===== config.mk =====
export PLATFORM = sky130hd
export DESIGN_NAME = ma_stage
export DESIGN_NICKNAME = d
export VERILOG_FILES = /design/src/rtl/ma_stage.sv
export SDC_FILE = /design/constraint.sdc
export NUM_CORES = 1
export LEC_CHECK = 0
export BUFFER_PORTS_ARGS = -buffer_cell sky130_fd_sc_hd__buf_2
export CAP_MARGIN = 40
export CORE_AREA = 2 2 154 156
export CTS_CLUSTER_DIAMETER = 50
export DETAILED_ROUTE_END_ITERATION = 10
export DIE_AREA = 0 0 156 158
export PLACE_DENSITY_LB_ADDON = 0.25
export SYNTH_ARGS = -nofsm -noshare
export SYNTH_HDL_FRONTEND = slang
export SYNTH_SLANG_ARGS = --single-unit

===== constraint.sdc =====
create_clock -name clk -period 1.7 [get_ports clk]
set_clock_uncertainty 0.05 [all_clocks]
set_input_delay 0.085 -clock clk [delete_from_list [all_inputs] [get_ports clk]]
set_output_delay 0.085 -clock clk [all_outputs]
set_load 0.05 [all_outputs]

===== src/rtl/ma_stage.sv =====
// Memory-access pipeline stage: issues load/store requests to the data bus,
// stalls the front end until the access completes or times out, and feeds the MA/WB registers.
module ma_stage #(
  parameter int MAX_WAIT = 15
) (
  input  logic        clk,
  input  logic        rst_n,
  input  logic [31:0] pc_Ma,
  input  logic [31:0] alu_out_Ma,
  input  logic [31:0] rs2_Ma,
  input  logic [31:0] inst_Ma,
  output logic        dmem_req,
  output logic        dmem_we,
  output logic [31:0] dmem_addr,
  output logic [31:0] dmem_wdata,
  output logic [3:0]  dmem_be,
  input  logic        dmem_ack,
  input  logic [31:0] dmem_rdata,
  output logic        stall,
  output logic [31:0] alu_out_Ma_fb,
  output logic [31:0] pc_Wb,
  output logic [31:0] alu_out_Wb,
  output logic [31:0] mem_data_Wb,
  output logic [31:0] inst_Wb,
  output logic        misalign_Wb,
  output logic        mem_err_Wb
);

  localparam int CW = (MAX_WAIT < 1) ? 1 : $clog2(MAX_WAIT + 1);
  localparam logic [31:0] NOP = 32'h0000_0013;

  typedef enum logic {IDLE, BUSY} state_t;

  state_t        state_q, state_d;
  logic [CW-1:0] cnt_q, cnt_d;
  logic [31:0]   pcWb_q, pcWb_d, aluWb_q, aluWb_d, memWb_q, memWb_d, instWb_q, instWb_d;
  logic          misWb_q, misWb_d, errWb_q, errWb_d;

  logic [6:0]  opcode;
  logic [2:0]  funct3;
  logic [1:0]  byteOff;
  logic        isLoad, isStore, isMem, misaligned, timeout;
  logic        reqActive, stallActive;
  logic [3:0]  storeBe;
  logic [31:0] storeData, lane, loadData;

  assign opcode     = inst_Ma[6:0];
  assign funct3     = inst_Ma[14:12];
  assign byteOff    = alu_out_Ma[1:0];
  assign isLoad     = (opcode == 7'b0000011);
  assign isStore    = (opcode == 7'b0100011);
  assign isMem      = isLoad | isStore;
  // funct3[1] set covers word and the unsupported 011/110/111 loads, all word-sized
  assign misaligned = isMem && (((funct3[1:0] == 2'b01) && byteOff[0]) ||
                                (funct3[1] && (byteOff != 2'b00)));
  assign timeout    = (state_q == BUSY) && !dmem_ack && (cnt_q == CW'(MAX_WAIT));

  always_comb begin
    storeBe   = 4'b1111;
    storeData = rs2_Ma;
    case (funct3[1:0])
      2'b00: begin
        storeBe   = 4'b0001 << byteOff;
        storeData = {4{rs2_Ma[7:0]}};
      end
      2'b01: begin
        storeBe   = 4'b0011 << byteOff;
        storeData = {2{rs2_Ma[15:0]}};
      end
      default: ;
    endcase
  end

  assign lane = dmem_rdata >> {byteOff, 3'b000};

  always_comb begin
    case (funct3)
      3'b000:  loadData = {{24{lane[7]}}, lane[7:0]};
      3'b100:  loadData = {24'b0, lane[7:0]};
      3'b001:  loadData = {{16{lane[15]}}, lane[15:0]};
      3'b101:  loadData = {16'b0, lane[15:0]};
      default: loadData = lane;
    endcase
  end

  always_comb begin
    state_d     = state_q;
    cnt_d       = cnt_q;
    reqActive   = 1'b0;
    stallActive = 1'b0;
    pcWb_d      = pc_Ma;
    aluWb_d     = alu_out_Ma;
    instWb_d    = inst_Ma;
    memWb_d     = '0;
    misWb_d     = 1'b0;
    errWb_d     = 1'b0;
    case (state_q)
      IDLE: begin
        if (misaligned) begin
          instWb_d = NOP;
          misWb_d  = 1'b1;
        end else if (isMem) begin
          reqActive   = 1'b1;
          stallActive = 1'b1;
          state_d     = BUSY;
          cnt_d       = '0;
          pcWb_d      = '0;
          aluWb_d     = '0;
          instWb_d    = NOP;
        end
      end
      BUSY: begin
        if (dmem_ack) begin
          reqActive = 1'b1;
          state_d   = IDLE;
          if (isLoad) memWb_d = loadData;
        end else if (timeout) begin
          state_d = IDLE;
          errWb_d = 1'b1;
        end else begin
          reqActive   = 1'b1;
          stallActive = 1'b1;
          cnt_d       = cnt_q + CW'(1);
          pcWb_d      = '0;
          aluWb_d     = '0;
          instWb_d    = NOP;
        end
      end
    endcase
  end

  // Gating with rst_n drops the bus request and stall the moment reset asserts
  assign dmem_req      = rst_n & reqActive;
  assign stall         = rst_n & stallActive;
  assign dmem_we       = dmem_req & isStore;
  assign dmem_be       = (dmem_req & isStore) ? storeBe : 4'b0000;
  assign dmem_addr     = {alu_out_Ma[31:2], 2'b00};
  assign dmem_wdata    = storeData;
  assign alu_out_Ma_fb = alu_out_Ma;

  always_ff @(posedge clk or negedge rst_n) begin
    if (!rst_n) begin
      state_q  <= IDLE;
      cnt_q    <= '0;
      pcWb_q   <= '0;
      aluWb_q  <= '0;
      memWb_q  <= '0;
      instWb_q <= NOP;
      misWb_q  <= 1'b0;
      errWb_q  <= 1'b0;
    end else begin
      state_q  <= state_d;
      cnt_q    <= cnt_d;
      pcWb_q   <= pcWb_d;
      aluWb_q  <= aluWb_d;
      memWb_q  <= memWb_d;
      instWb_q <= instWb_d;
      misWb_q  <= misWb_d;
      errWb_q  <= errWb_d;
    end
  end

  assign pc_Wb       = pcWb_q;
  assign alu_out_Wb  = aluWb_q;
  assign mem_data_Wb = memWb_q;
  assign inst_Wb     = instWb_q;
  assign misalign_Wb = misWb_q;
  assign mem_err_Wb  = errWb_q;

endmodule


**Word level (Yosys, flattened, before mapping)**

Cells that the tools add are included.

- Register bits after elaboration: 135
- Input bits: 163
- Output and inout bits: 233

- Add/sub/neg operators: 1
- Equality and inequality tests: 11
- Shift operators: 3
- Muxes and demuxes: 39
- Bitwise gates (word level): 5
- Reduce and logical (&&, ||, !) cells: 11

Operator list:

| operator | number |
|---|---|
| two-way mux 32 bit | 15 |
| one-hot mux 32 bit (2 select lines) | 4 |
| one-hot mux 32 bit (4 select lines) | 1 |
| >> shifter 32 x 5 -> 32 bit | 1 |
| two-way mux 4 bit | 5 |
| one-hot mux 4 bit (2 select lines) | 2 |
| two-way mux 1 bit | 10 |
| inequality test 2 bit (second input constant) | 4 |
| equality test 7 x 2 -> 1 bit (second input constant) | 1 |
| equality test 7 x 6 -> 1 bit (second input constant) | 1 |
| equality test 3 bit (second input constant) | 2 |
| logical AND 1 bit | 5 |
| adder 4 x 1 -> 4 bit (second input constant) | 1 |
| equality test 4 bit (second input constant) | 1 |
| one-hot mux 1 bit (2 select lines) | 2 |
| AND reduction 4 bit | 1 |
| << shifter 1 x 2 -> 4 bit (first input constant) | 1 |
| << shifter 2 x 2 -> 4 bit (first input constant) | 1 |
| bitwise AND 1 bit | 3 |
| equality test 3 x 1 -> 1 bit (second input constant) | 1 |
| zero test 3 bit | 1 |
| equality test 2 x 1 -> 1 bit (second input constant) | 1 |
| zero test 2 bit | 1 |
| nonzero test 2 bit | 1 |
| other kinds (4) | 4 |

**Logic depth before layout (Yosys ltp)**

Gate-level depths: netlist of run 1.

- Word-level depth: 9
- Depth in mapped cells: 7
- Mapped depth without buffers: 5

**Worst setup path after synthesis of run 1**

Ideal clock, no wire load.

- Path type: register to output
- Start: register cnt_q[0]
- End: output dmem_req
- Arrival: 2,437 ps
- Data required time: 1,565 ps
- Setup slack: -872 ps
- Stages on the path, launching flop included: 4
- Path buffers: 0
- Cells stage by stage: dfrtp_1 -> ha_1 -> nor3b_1 -> nor4b_1

- Longest elaborated chain between the ends: 6

Ends and longest elaborated chain:

| what | line | text |
|---|---|---|
| start: declaration | 35 | `logic [CW-1:0] cnt_q, cnt_d;` |
| start signal: assignment | 153 | `cnt_q <= cnt_d;` |
| equality test 4 bit | 56 | `assign timeout = (state_q == BUSY) && !dmem_ack && (cnt_q == CW'(MAX_WAIT));` |
| logical AND 1 bit | 56 |  |
| two-way mux 1 bit | 117 | `end else if (timeout) begin` |
| two-way mux 1 bit | 113 | `if (dmem_ack) begin` |
| one-hot mux 1 bit (2 select lines) | 97 | `case (state_q)` |
| bitwise AND 1 bit | 133 | `assign dmem_req = rst_n & reqActive;` |
| end: declaration | 12 | `output logic dmem_req,` |

No other way between the ends.

**Worst setup path after layout of run 1**

- Start: register cnt_q[1]
- End: output dmem_be[2]

- Longest elaborated chain between the ends: 8

Ends and longest elaborated chain:

| what | line | text |
|---|---|---|
| equality test 4 bit | 56 |  |
| logical AND 1 bit | 56 |  |
| two-way mux 1 bit | 117 |  |
| two-way mux 1 bit | 113 |  |
| one-hot mux 1 bit (2 select lines) | 97 |  |
| bitwise AND 1 bit | 133 |  |
| bitwise AND 1 bit | 136 | `assign dmem_be = (dmem_req & isStore) ? storeBe : 4'b0000;` |
| two-way mux 4 bit | 136 |  |
| end: declaration | 16 | `output logic [3:0] dmem_be,` |

No other way between the ends.

==> results of run 1 <==
## cells in the final DEF, fill, tap and decap left out, types with 3 or more instances in the layout
cell | Yosys | layout
buf_2 | 11 | 385
dfrtp_1 | 132 | 131
dlygate4sd3_1 | 0 | 111
nor2b_1 | 70 | 69
nand2_1 | 38 | 38
and2_1 | 37 | 37
buf_4 | 72 | 28
mux2i_1 | 25 | 25
o21ai_1 | 16 | 24
nor2_1 | 19 | 18
clkbuf_16 | 0 | 17
a211oi_1 | 14 | 14
mux2_2 | 9 | 9
a21oi_2 | 9 | 9
a21o_1 | 8 | 8
buf_6 | 2 | 6
nand2b_1 | 5 | 5
and2b_1 | 5 | 5
nand3_1 | 5 | 5
inv_6 | 0 | 5
buf_8 | 0 | 5
buf_12 | 0 | 5
a21oi_1 | 4 | 4
o21a_4 | 0 | 4
clkinv_4 | 0 | 4
nor3_1 | 3 | 3
o21ai_0 | 11 | 3
clkinvlp_4 | 0 | 3
dfstp_2 | 3 | 3
## synthesized netlist by cell type (2+ instances only)
| cell type | n | share of area, % |
|---|---|---|
| nand2_1 | 38 | 2.4 |
| mux2i_1 | 25 | 4.1 |
| nand3_1 | 5 | 0.41 |
| or4_1 | 2 | 0.25 |
| a21oi_2 | 9 | 1.3 |
| nor3b_1 | 3 | 0.37 |
| nand2b_1 | 5 | 0.52 |
| nor2b_1 | 70 | 7.2 |
| dfrtp_1 | 132 | 55 |
| or3_1 | 2 | 0.21 |
| a211oi_1 | 14 | 1.7 |
| or2_1 | 2 | 0.21 |
| and2b_1 | 5 | 0.62 |
| a21o_1 | 8 | 0.99 |
| o21a_1 | 4 | 0.50 |
| o21ai_0 | 11 | 0.91 |
| mux2_2 | 9 | 1.7 |
| buf_4 | 72 | 8.9 |
| clkbuf_1 | 14 | 0.87 |
| dfstp_2 | 3 | 1.3 |
| buf_6 | 2 | 0.37 |
| and2_1 | 37 | 3.8 |
| buf_2 | 11 | 0.91 |
| nor3_1 | 3 | 0.25 |
| nor2_1 | 19 | 1.2 |
| a21oi_1 | 4 | 0.33 |
| o21ai_1 | 16 | 1.3 |
| buf_1 | 2 | 0.12 |
## power by group
group	leakage [nW]	switching [mW]	internal, mW
clock network	0.263	1.52	1.95
logic	3.23	1.46	0.675
registers	1.66	0.0364	3.34
total	5.15	3.02	5.97
## stage by stage
| stage | setup WS (ns) | hold WS, ns |
|---|---|---|
| after floorplan | -0.285 | -0.261 |
| after global placement | 0.0637 | -0.159 |
| after detailed placement | 0.0234 | -0.155 |
| after CTS | -0.277 | 0.00162 |
| after global routing | -0.344 | 0.0210 |
| final | -0.245 | 0.0261 |
## logic make-up (layout without fill, tap and decap cells)
kind of cell | Yosys count | after routing | synth area share [%]
muxes | 34 | 34 | 5.81
xor gates and xnor gates | 1 | 1 | 0.145
adders and majority gates | 1 | 1 | 0.207
other | 1 | 3 | 0.0620
and+or+nand+nor | 198 | 198 | 18.7
buffers and inverters | 101 | 573 | 11.2
AOI/OAI and AO/OA | 71 | 71 | 8.00
DFF | 135 | 135 | 55.9
## per-layer routing
metal | part of all wire (%) | routed length [um] | GRT usage (%)
met1 | 43 | 8590 | 19.1
met2 | 49 | 9870 | 27.1
met3 | 7.1 | 1420 | 4.76
met4 | 1.2 | 237 | 4.50
met5 | 0 | 0 | 0
## area by class of cell
type,count,area [um^2]
clock inverters,13,113
clock buffers,19,443
well taps,290,363
multi-input cells,307,2110
repair buffers,541,3520
flip-flops and latches,135,3380
diodes,1,2.50
fillers,2210,13100
## state kept, by name, indices dropped and copies added (netlist names)
| signal | count |
|---|---|
| inst_Wb | 32 |
| pc_Wb | 32 |
| cnt_q | 4 |
| misalign_Wb | 1 |
| mem_data_Wb | 32 |
| state_q | 1 |
| alu_out_Wb | 32 |
| mem_err_Wb | 1 |
## worst max-delay path: stages (launching register included)
cell and delay [ns]:
dfrtp_1 0.41, ha_4 0.18, nor3b_4 0.16, nor4b_4 0.22
buf_6 0.17, o21a_4 0.13, buf_8 0.14
## worst paths after layout
| path | startpoint | endpoint | slack (ns) | cells past startpoint |
|---|---|---|---|---|
| worst max-delay path | cnt_q[1]$_DFFE_PN0P_ | dmem_be[2] | -0.25 | 6 |
| worst min-delay path | dmem_ack | mem_err_Wb$_DFF_PN0_ | 0.03 | 3 |
| worst max register to register | cnt_q[1]$_DFFE_PN0P_ | cnt_q[3]$_DFFE_PN0P_ | -0.06 | 6 |
| worst min register to register | cnt_q[3]$_DFFE_PN0P_ | cnt_q[3]$_DFFE_PN0P_ | 0.54 | 2 |
| max in group asynchronous | rst_n | pc_Wb[15]$_DFF_PN0_ | 0.65 | 3 |
| min in group asynchronous | rst_n | inst_Wb[4]$_DFF_PN1_ | 0.14 | 2 |
## what timing repair did
action,in CTS,in global routing
hold buffers,111,0
endpoints found under the hold margin,243,0
setup endpoints to repair,9,103
setup buffers,2,0
gates resized for setup,22,7
pin swaps,1,4
==> impl_metrics.ini, run 1 <==
[run_status]
status = finished, violations left
violations = setup timing

[synthesis]
syn_area_um2 = 6050
seq_area_frac_synth_pct = 55.9
ys.warnings.count = 0
synth.distinct_cells = 43
synth_enable_flop_cells = 0
synth_ff_type = dfrtp_1
syn_avg_cell_area_um2 = 11.2
ys_ff_latch = 135
async_flop_share_pct = 100
syn_inst = 542

[routing]
ant_nets = 0
drcViolationCount = 0
first_pass_iters = 4
wl_per_cell_um = 15.4
drtIter0Drc = 187
via_count = 5484
wl_um = 20100
viasPerCell = 4.20

[timing]
hold_violations = 0
tightest_slew_ns = 0.817
rsz0062_at_grt = yes
post-route-period-util_pct = 114
final_max_slew_viol_count = 0
setup_violations = 9
layout_setup_ws_ns = -0.245
period_needed_ns = 1.95
slew_headroom_pct = 45.5
max_clock_freq_ghz = 0.514
timing.setup.tns_ns = -1.55

[worst_setup_path]
worst_ep_arrival_time_ns = 1.81
crit_type = flop to output pin
worstPathMaxFanout = 5
worstPathRequired_ns = 1.56
cp-end-kind = output pin
start_kind = flop

[final_layout]
drive_gt1_share_pct = 49.2
final_cells = 1306
layout.nets = 1166
fin_util_pct = 43.1
synthToLayoutAreaGrowth_pct = 64.2
final_area_um2 = 9930

[grt]
grt_pass1_vias = 5484
grt_first_pass_wirelength_um = 29700
gr-total-overflow = 0
grt_max_degree = 62
antenna_found_initial = 0
grt_usage_pct = 15.8

[die]
coreArea_um2 = 23100
die_h_um = 158
ios = 396
initial_core_util_pct = 26.2
die_area_um2 = 24600
die_w_um = 156
rows = 56

[power]
power.density_nw_per_um2 = 905
power.total_mw = 8.99
p_leak_nw = 5.15
ir_drop_mv = 0.549

[place]
place_area_um2 = 8140
port_buffers = 393
dp_hpwl_um = 14800
placed_cells = 1160
place.gp.congestion = 0.795

[clock_tree]
clock_path_buffers = 2
cts_tree = built
clk_latency_ns = 0.41
cts_sinks = 135
root_buffer = clkbuf_16
cts_buffers = 17
clk_pin_slew_ns = 0.07
htree_levels = 4

[flow_run]
drv_cap = 0

[min_path]
min_path_type = input pin to flop
(Power assumes the default switching activity.)
==> run 2, diff against run 1 <==
--- a/config.mk
+++ b/config.mk
@@ -11,7 +11,9 @@
 export CTS_CLUSTER_DIAMETER = 50
 export DETAILED_ROUTE_END_ITERATION = 10
 export DIE_AREA = 0 0 156 158
+export GPL_ROUTABILITY_DRIVEN = 1
 export PLACE_DENSITY_LB_ADDON = 0.25
+export SETUP_SLACK_MARGIN = 0.3
 export SYNTH_ARGS = -nofsm -noshare
 export SYNTH_HDL_FRONTEND = slang
 export SYNTH_SLANG_ARGS = --single-unit
==> run 2 against run 1 <==
Compared with the run above: the flow still finishes with violations (setup timing); clock power up 2%; power up 1.9%; combinational power up 4%; wire length up 13%; critical path depth unchanged; sequential cell count unchanged; sequential power about the same.
==> impl_metrics.ini, run 2 (synthesized netlist as in run 1, its figures left out) <==
[run_status]
violations = setup timing
status = finished, violations left

[timing]
layout_setup_ws_ns = -0.271
slew_headroom_pct = 51.8
rsz0062_at_grt = yes
final_max_slew_viol_count = 0
setup_violations = 85
period_needed_ns = 1.97
post-route-period-util_pct = 116
max_clock_freq_ghz = 0.507
timing.setup.tns_ns = -6.04
hold_violations = 0
tightest_slew_ns = 0.723

[final_layout]
fin_util_pct = 46.4
insertedDiodeCount = 0
layout.nets = 1197
drive_gt1_share_pct = 54.6
layout_common_cells = buf_2 (377), dfrtp_1 (131), dlygate4sd3_1 (107)
synthToLayoutAreaGrowth_pct = 76.9
final_area_um2 = 10700
layout.cells.most_common = buf_2
num-fill-cells = 2105

[routing]
wl_per_cell_um = 17.1
drtIter0Drc = 247
drcViolationCount = 0
first_pass_iters = 5
wl_um = 22800
via_count = 5768
ant_nets = 0
viasPerCell = 4.32

[die]
rows = 56
ios = 396
die_area_um2 = 24600
die_w_um = 156
initial_core_util_pct = 26.2
die_h_um = 158
coreArea_um2 = 23100

[clock_tree]
cts_tree = built
clk_pin_slew_ns = 0.06
clock_path_buffers = 2
cts_buffers = 17
htree_levels = 4
root_buffer = clkbuf_16
clk_latency_ns = 0.42
cts_sinks = 135

[place]
place_area_um2 = 8100
place.gp.congestion = 0.778
dpl_worst_slack_ns = -0.0550
dp_hpwl_um = 15100
port_buffers = 393

[grt]
gr-total-overflow = 0
grt_first_pass_wirelength_um = 32300
antenna_found_initial = 0
grt_pass1_vias = 5749
grt_usage_pct = 17.6
grt_max_degree = 85

[min_path]
hold_depth = 3
min_path_type = input pin to flop
hp-start = dmem_rdata[16]
hold_path_end = mem_data_Wb[16]$_DFF_PN0_

[worst_setup_path]
critPathTopFamily = flip-flops
reg2reg_depth = 9
cp.buffers_inverters = 2
cp-end-kind = output pin
path_cells = ha_2 > nor3b_4 > nor4b_4 > buf_4 > o21a_4 > buf_8
worst_ep_arrival_time_ns = 1.84
regToRegSetupSlack_ns = -0.12
worstPathRequired_ns = 1.56
cp_slowest_stage_delay_ns = 0.38
crit_type = flop to output pin
critPathSlowestCell = dfrtp_1
r2r_start = cnt_q[0]$_DFFE_PN0P_
r2r-end = cnt_q[3]$_DFFE_PN0P_
start_kind = flop
worstPathMaxFanout = 5

[flow_run]
drv_cap = 0

[power]
ir_drop_mv = 0.433
p_leak_nw = 5.50
power.density_nw_per_um2 = 855
-- run 2: cell types whose count changed in the layout (fill, tap and decap cells not counted), moves of 4 or more --
cell,change
buf_16,+7
dlygate4sd3_1,-4
buf_12,+6
a211oi_2,+6
clkbuf_4,+7
o21ai_2,+16
buf_6,+22
a211oi_1,-7
buf_2,-8
nor2b_1,-4
o21ai_1,-15
-- run 2: area by class of cell --
type                            instances  area, um^2  share of cell area (%)
Multi-Input combinational cell        307        2300                    21.5
Sequential cell                       135        3380                    31.6
Timing Repair Buffer                  572        4090                    38.3
Tap cell                              290         363                    3.39
Clock inverter                         14         135                    1.26
Clock buffer                           18         429                    4.01
-- run 2: tightest hold or removal path, delay by kind of cell --
family                 cells  cell delay, ns
AO/OA/AOI/OAI              1            0.13
multiplexers               1            0.09
buffers and inverters      1            0.11
-- run 2: repair_timing --
item | CTS | global route
hold buffers | 107 | 0
gates resized for setup | 94 | 19
buffers inserted | 26 | 3
pin swaps | 19 | 3
setup endpoints to repair | 138 | 145
hold endpoints to repair | 239 | 0
cloned | 10 | 2
-- run 2: how the worst max path moves through the flow --
stage                               endpoint  depth (start not counted)                 start
finish                            dmem_be[0]                          6  cnt_q[0]$_DFFE_PN0P_
floorplan                         dmem_be[0]                          4  cnt_q[0]$_DFFE_PN0P_
CTS                               dmem_be[0]                          6  cnt_q[0]$_DFFE_PN0P_
global placement    mem_data_Wb[0]$_DFF_PN0_                          5     state_q$_DFF_PN0_
detailed placement  mem_data_Wb[0]$_DFF_PN0_                          5     state_q$_DFF_PN0_
global route                      dmem_be[1]                          6  cnt_q[0]$_DFFE_PN0P_
-- run 2: metrics by stage --
| step | instances | power, mW | hold WS [ns] |
|---|---|---|---|
| floorplan | 543 | 4.85 | -0.261 |
| global placement | 1156 | 5.38 | 0.120 |
| detailed placement | 1156 | 5.39 | 0.123 |
| CTS | 1331 | 9.26 | 0.00208 |
| global route | 1336 | 9.53 | 0.00807 |
| finish | 1336 | 9.16 | 0.00348 |
-- run 2: metal layers --
| layer | track usage (%) | vias up | wire length [um] | share of wire [%] |
|---|---|---|---|---|
| li1 | - | 2703 | - | - |
| met1 | 19.4 | 2778 | 8680 | 38 |
| met4 | 5.55 | 0 | 354 | 1.6 |
| met2 | 33.2 | 263 | 12300 | 54 |
| met5 | 0 | - | 0 | 0 |
| met3 | 4.46 | 24 | 1460 | 6.4 |
-- run 2: report_power, final --
part | total (mW) | internal, mW | switching, mW | leakage [nW]
clock network | 3.55 | 1.94 | 1.62 | 0.265
registers | 3.38 | 3.34 | 0.0339 | 1.66
logic | 2.22 | 0.716 | 1.51 | 3.57
total | 9.16 | 6.00 | 3.16 | 5.50
